**config.mk**
```make
export PLATFORM = sky130hd
export DESIGN_NAME = ex_mem_stage_reg
export DESIGN_NICKNAME = d
export VERILOG_FILES = /design/src/rtl/ex_mem_stage_reg.sv
export SDC_FILE = /design/constraint.sdc
export NUM_CORES = 1
export LEC_CHECK = 0
export ABC_AREA = 1
export CAP_MARGIN = 20
export CORE_ASPECT_RATIO = 1.75
export CORE_MARGIN = 4
export CORE_UTILIZATION = 42
export DETAILED_ROUTE_END_ITERATION = 8
export PLACE_DENSITY = 0.86
export SLEW_MARGIN = 10
export SYNTH_ARGS = -nofsm -noshare
export SYNTH_HDL_FRONTEND = slang
export SYNTH_SLANG_ARGS = --single-unit
```
**constraint.sdc**
```tcl
create_clock -name clk -period 2.1 [get_ports clk]
set_clock_uncertainty 0.1 [all_clocks]
set_input_delay 0.525 -clock clk [delete_from_list [all_inputs] [get_ports clk]]
set_output_delay 0.525 -clock clk [all_outputs]
set_load 0.03 [all_outputs]
```
**src/rtl/ex_mem_stage_reg.sv**
```systemverilog
// ex_mem_stage_reg
// ----------------
// EX/MEM pipeline register of the 64-bit pipelined ARM CPU. Captures the
// selected ALU result, store data, destination register and MEM/WB control
// bits on every rising clock edge. Also owns the architectural NZCV flag
// register, including set-flags gating and a same-cycle forwarding path so
// that a B.cond in EX sees the flags of an ADDS/SUBS issued alongside it.
//
// Ports
//   clk             pipeline clock, rising-edge state updates
//   reset           asynchronous, active-low; clears all state immediately
//   ex_valid        EX stage holds a real instruction
//   ex_result       ALU result-mux output (DATA_W)
//   ex_store_data   forwarded Rt value for STUR (DATA_W)
//   ex_rd           destination register (REG_W)
//   ex_reg_write, ex_mem_write, ex_mem_read, ex_mem_to_reg   control bits
//   ex_xfer_size    memory transfer-size code (4)
//   ex_set_flags    instruction is ADDS/SUBS
//   ex_n/z/c/v      ALU flags for this instruction
//   stall           hold every register, flags included
//   flush           squash the EX instruction, load a bubble
//   mem_*           registered MEM-stage copies of the EX fields
//   flags_q         architectural {N,Z,C,V}
//   flags_fwd       combinational flags seen by B.cond in EX
//
// Pipeline advance semantics (the single place this is documented):
//   An edge with flush=1 loads a bubble (all mem_* zero, flags_q kept).
//   An edge with stall=1 and flush=0 holds everything.
//   Any other edge is a load: mem_* take the EX fields, with control bits
//   qualified by ex_valid so an empty EX slot never writes regs or memory.
//   flush outranks stall when both are asserted.

module ex_mem_stage_reg #(
  parameter int DATA_W = 64,
  parameter int REG_W  = 5
) (
  input  logic              clk,
  input  logic              reset,
  input  logic              ex_valid,
  input  logic [DATA_W-1:0] ex_result,
  input  logic [DATA_W-1:0] ex_store_data,
  input  logic [REG_W-1:0]  ex_rd,
  input  logic              ex_reg_write,
  input  logic              ex_mem_write,
  input  logic              ex_mem_read,
  input  logic              ex_mem_to_reg,
  input  logic [3:0]        ex_xfer_size,
  input  logic              ex_set_flags,
  input  logic              ex_n,
  input  logic              ex_z,
  input  logic              ex_c,
  input  logic              ex_v,
  input  logic              stall,
  input  logic              flush,
  output logic              mem_valid,
  output logic              mem_reg_write,
  output logic              mem_mem_write,
  output logic              mem_mem_read,
  output logic              mem_mem_to_reg,
  output logic [DATA_W-1:0] mem_result,
  output logic [DATA_W-1:0] mem_store_data,
  output logic [REG_W-1:0]  mem_rd,
  output logic [3:0]        mem_xfer_size,
  output logic [3:0]        flags_q,
  output logic [3:0]        flags_fwd
);

  logic [3:0] ex_flags;
  logic       flag_update;

  assign ex_flags = {ex_n, ex_z, ex_c, ex_v};

  // A real ADDS/SUBS that is not being squashed produces new flags.
  // Stall does not gate this: a stalled B.cond must still see the flags of
  // the instruction currently sitting in EX.
  assign flag_update = ex_valid & ex_set_flags & ~flush;

  assign flags_fwd = flag_update ? ex_flags : flags_q;

  always_ff @(posedge clk or negedge reset) begin
    if (!reset) begin
      mem_valid      <= 1'b0;
      mem_reg_write  <= 1'b0;
      mem_mem_write  <= 1'b0;
      mem_mem_read   <= 1'b0;
      mem_mem_to_reg <= 1'b0;
      mem_result     <= '0;
      mem_store_data <= '0;
      mem_rd         <= '0;
      mem_xfer_size  <= '0;
      flags_q        <= '0;
    end else if (flush) begin
      // Bubble: data fields are zeroed too so MEM sees a clean NOP.
      mem_valid      <= 1'b0;
      mem_reg_write  <= 1'b0;
      mem_mem_write  <= 1'b0;
      mem_mem_read   <= 1'b0;
      mem_mem_to_reg <= 1'b0;
      mem_result     <= '0;
      mem_store_data <= '0;
      mem_rd         <= '0;
      mem_xfer_size  <= '0;
    end else if (!stall) begin
      mem_valid      <= ex_valid;
      mem_reg_write  <= ex_reg_write  & ex_valid;
      mem_mem_write  <= ex_mem_write  & ex_valid;
      mem_mem_read   <= ex_mem_read   & ex_valid;
      mem_mem_to_reg <= ex_mem_to_reg & ex_valid;
      mem_result     <= ex_result;
      mem_store_data <= ex_store_data;
      // XZR (31) passes through; the register file drops that write.
      mem_rd         <= ex_rd;
      mem_xfer_size  <= ex_xfer_size;
      if (ex_valid && ex_set_flags) begin
        flags_q <= ex_flags;
      end
    end
  end

endmodule

```
==> impl_metrics.json <==
{
  "outcome": "finished clean",
  "post_cts_buffers": 0,
  "cp-start-kind": "flop",
  "cp.arrival_ns": 1.45,
  "vias_per_cell": 4.66,
  "dr.pass1.iters": 5,
  "clkTransAtPathRegs_ns": 0.06,
  "drt_iter0_drc": 217,
  "grt_pass1_vias": 5428,
  "finalMaxSlewViolations": 0,
  "clk_latency_ns": 0.39,
  "synth_seq_cells": 146,
  "path_depth": 1,
  "post_drt_wl_per_cell_um": 16.3,
  "wl_met3_mm": 1.39,
  "die_x_um": 94.8,
  "start_util": 0.428,
  "wl_met2_mm": 10.1,
  "power.leakage_nw": 5.79,
  "ys.flop_type": "dfrtp_1",
  "fp.dieArea_um2": 15200,
  "route.detailed.drc": 0,
  "syn_area_um2": 5540,
  "synth.most_common_cell": "nand2_1",
  "endpoint_kind": "output port",
  "synthTopCellsByCount": "441 x nand2_1, 146 x dfrtp_1, 24 x buf_2, 12 x nand3_1, 5 x clkbuf_1",
  "synth-adder-area-share": 0,
  "place.gp.congestion": 0.807,
  "dp_cells": 1092,
  "dp_hpwl_mm": 13.3,
  "cts_tree": "yes",
  "synth-compound-area-share": 0,
  "setup_viol": 0,
  "grt_usage": 0.240,
  "ir_worst_vdd_mv": 0.621,
  "yosys.area_share.xor_xnor": 0,
  "critical-path-max-stage-delay_ns": 0.69,
  "r2r_cells": 2,
  "clock.fmax_mhz": 483,
  "cts_root_buf": "clkbuf_16",
  "tightest_slew_ns": 0.440,
  "layoutNonFillerInstCount": 1123,
  "fp-row-count": 55,
  "muxShareOfSynthArea": 0,
  "worstHoldPathType": "flop to flop",
  "drt-met1-wl_mm": 6.19,
  "htreeDepth": 4,
  "worstSetupPathType": "flop to output port",
  "ys_types": 10,
  "top_layer": "met4",
  "totalWireLength_mm": 18.3,
  "drv_cap": 0,
  "synth-simple-area-share": 0.312,
  "port_buffers": 300,
  "p_per_area_nw_per_um2": 781,
  "cpMaxStageDelayCell": "clkdlybuf4s50_1",
  "grt_max_degree": 72,
  "synth-warning-count": 0,
  "postSynthAreaPerCell_um2": 8.73,
  "ys_seq_area_frac": 0.659,
  "setup_ws_ns": 0.0277,
  "crit_family": "buffers and inverters",
  "crit_path_max_fanout": 2,
  "fin_nets": 1092,
  "synth-edff-count": 0,
  "crit_start": "mem_store_data[41]$_DFFE_PN0P_",
  "top_regs": "mem_result x64, mem_store_data x64, mem_rd x5",
  "synth_top_family_by_area": "simple AND/OR/NAND/NOR gates",
  "path_cells": "clkdlybuf4s50_1",
  "critPathRequiredTime_ns": 1.47,
  "netlist_instances": 635,
  "timing.final.crit_share": 0.987,
  "synthTopCellsByArea": "dfrtp_1 66%, nand2_1 30%, buf_2 2.2%",
  "ant_nets": 0,
  "antenna_found_initial": 0,
  "dp_slack_ns": -0.368,
  "core-area_um2": 12900,
  "slew_headroom": 0.707,
  "cts_buffers": 17,
  "synth.net_count": 786,
  "finalHoldViolCount": 0,
  "grt-ovfl-total": 0,
  "grt_pass1_wl_mm": 28.0,
  "fin_tns_setup_ns": 0,
  "die_y_um": 160,
  "synth_top_area_frac": 0.659,
  "fin_crit_ns": 2.07,
  "area_delta_synth_final_pct": 72.8,
  "synth_area_leader_cell": "dfrtp_1",
  "path_buf_inv": 1,
  "rr_startpoint": "mem_mem_to_reg$_DFFE_PN0P_",
  "ios": 301,
  "antennaDiodeCount": 0,
  "vias": 5236,
  "drive_gt1_frac": 0.0588,
  "min_from": "mem_result[55]$_DFFE_PN0P_",
  "rrSetupSlack_ns": 1.34,
  "ys_async_sr_fraction": 1.00,
  "timing.rr.end": "mem_mem_to_reg$_DFFE_PN0P_",
  "endpoint": "mem_store_data[41]",
  "cts.sinks": 146,
  "clockBufferDepth": 2
}
-- what timing repair did --
action                     in CTS  in global routing
setup endpoints to repair      27                 65
gates resized for setup        31                 64
hold endpoints to repair       38                  0
pin swaps                       1                  0
hold buffers                    1                  0
-- final cells by class --
cell class / instances / area, um^2
clock inverter: 12 / 156
sequential: 146 / 3650
multi-input combinational: 455 / 1750
tap: 171 / 214
inverter: 3 / 13.8
fill: 912 / 3360
clock buffer: 18 / 429
timing repair buffer: 318 / 3360
-- per-layer routing --
| layer | GRT usage | up-vias |
|---|---|---|
| met4 | 0.0992 | 0 |
| met5 | 0 | - |
| li1 | - | 2520 |
| met3 | 0.0693 | 38 |
| met1 | 0.248 | 2468 |
| met2 | 0.438 | 210 |
-- layout by cell type, fill, tap and decap left out, types with 2 or more instances in the layout --
cell             instances
dlygate4sd2_1           24
clkinv_4                 2
clkbuf_16               17
dfrtp_1                146
clkinv_2                 3
clkdlybuf4s50_1        208
bufinv_16                3
nor2_4                   2
buf_4                   11
nand3_1                 12
dlymetal6s2s_1          62
buf_6                    3
nand2_1                440
inv_6                    3
buf_12                   8
-- power breakdown --
part / internal, mW / switching [mW]
registers: 2.98 / 0.0924
clock network: 1.86 / 1.15
logic: 0.624 / 0.769
-- worst min-delay path by stage --
stage               slack, ns  depth (start not counted)                             end
floorplan                0.13                          0          flags_q[0]$_DFFE_PN0P_
global placement         0.35                          2  mem_store_data[27]$_DFFE_PN0P_
detailed placement       0.36                          2      mem_result[31]$_DFFE_PN0P_
CTS                      0.37                          2  mem_store_data[51]$_DFFE_PN0P_
global route             0.38                          2      mem_result[23]$_DFFE_PN0P_
finish                   0.36                          2      mem_result[55]$_DFFE_PN0P_
-- tightest hold or removal path, cell delays in order (launching register included) --
cell     delay (ns)
dfrtp_1        0.33
nand2_1        0.05
nand2_1        0.05
-- logic make-up (layout without fill, tap and decap cells) --
group         count (synthesis)  count (layout)
simple gates                455             455
flops                       146             146
buf+inv                      34             351
-- metrics by stage --
stage | hold WS, ns | utilization | area [um^2] | power (mW)
after floorplan | 0.129 | - | 5540 | 3.71
after global placement | 0.352 | 0.683 | 8840 | 4.52
after detailed placement | 0.357 | 0.683 | 8840 | 4.54
after CTS | 0.370 | 0.728 | 9420 | 7.57
after global routing | 0.382 | 0.740 | 9580 | 7.78
final | 0.363 | 0.740 | 9580 | 7.48
Note: power is estimated with default switching activity, not from simulation.
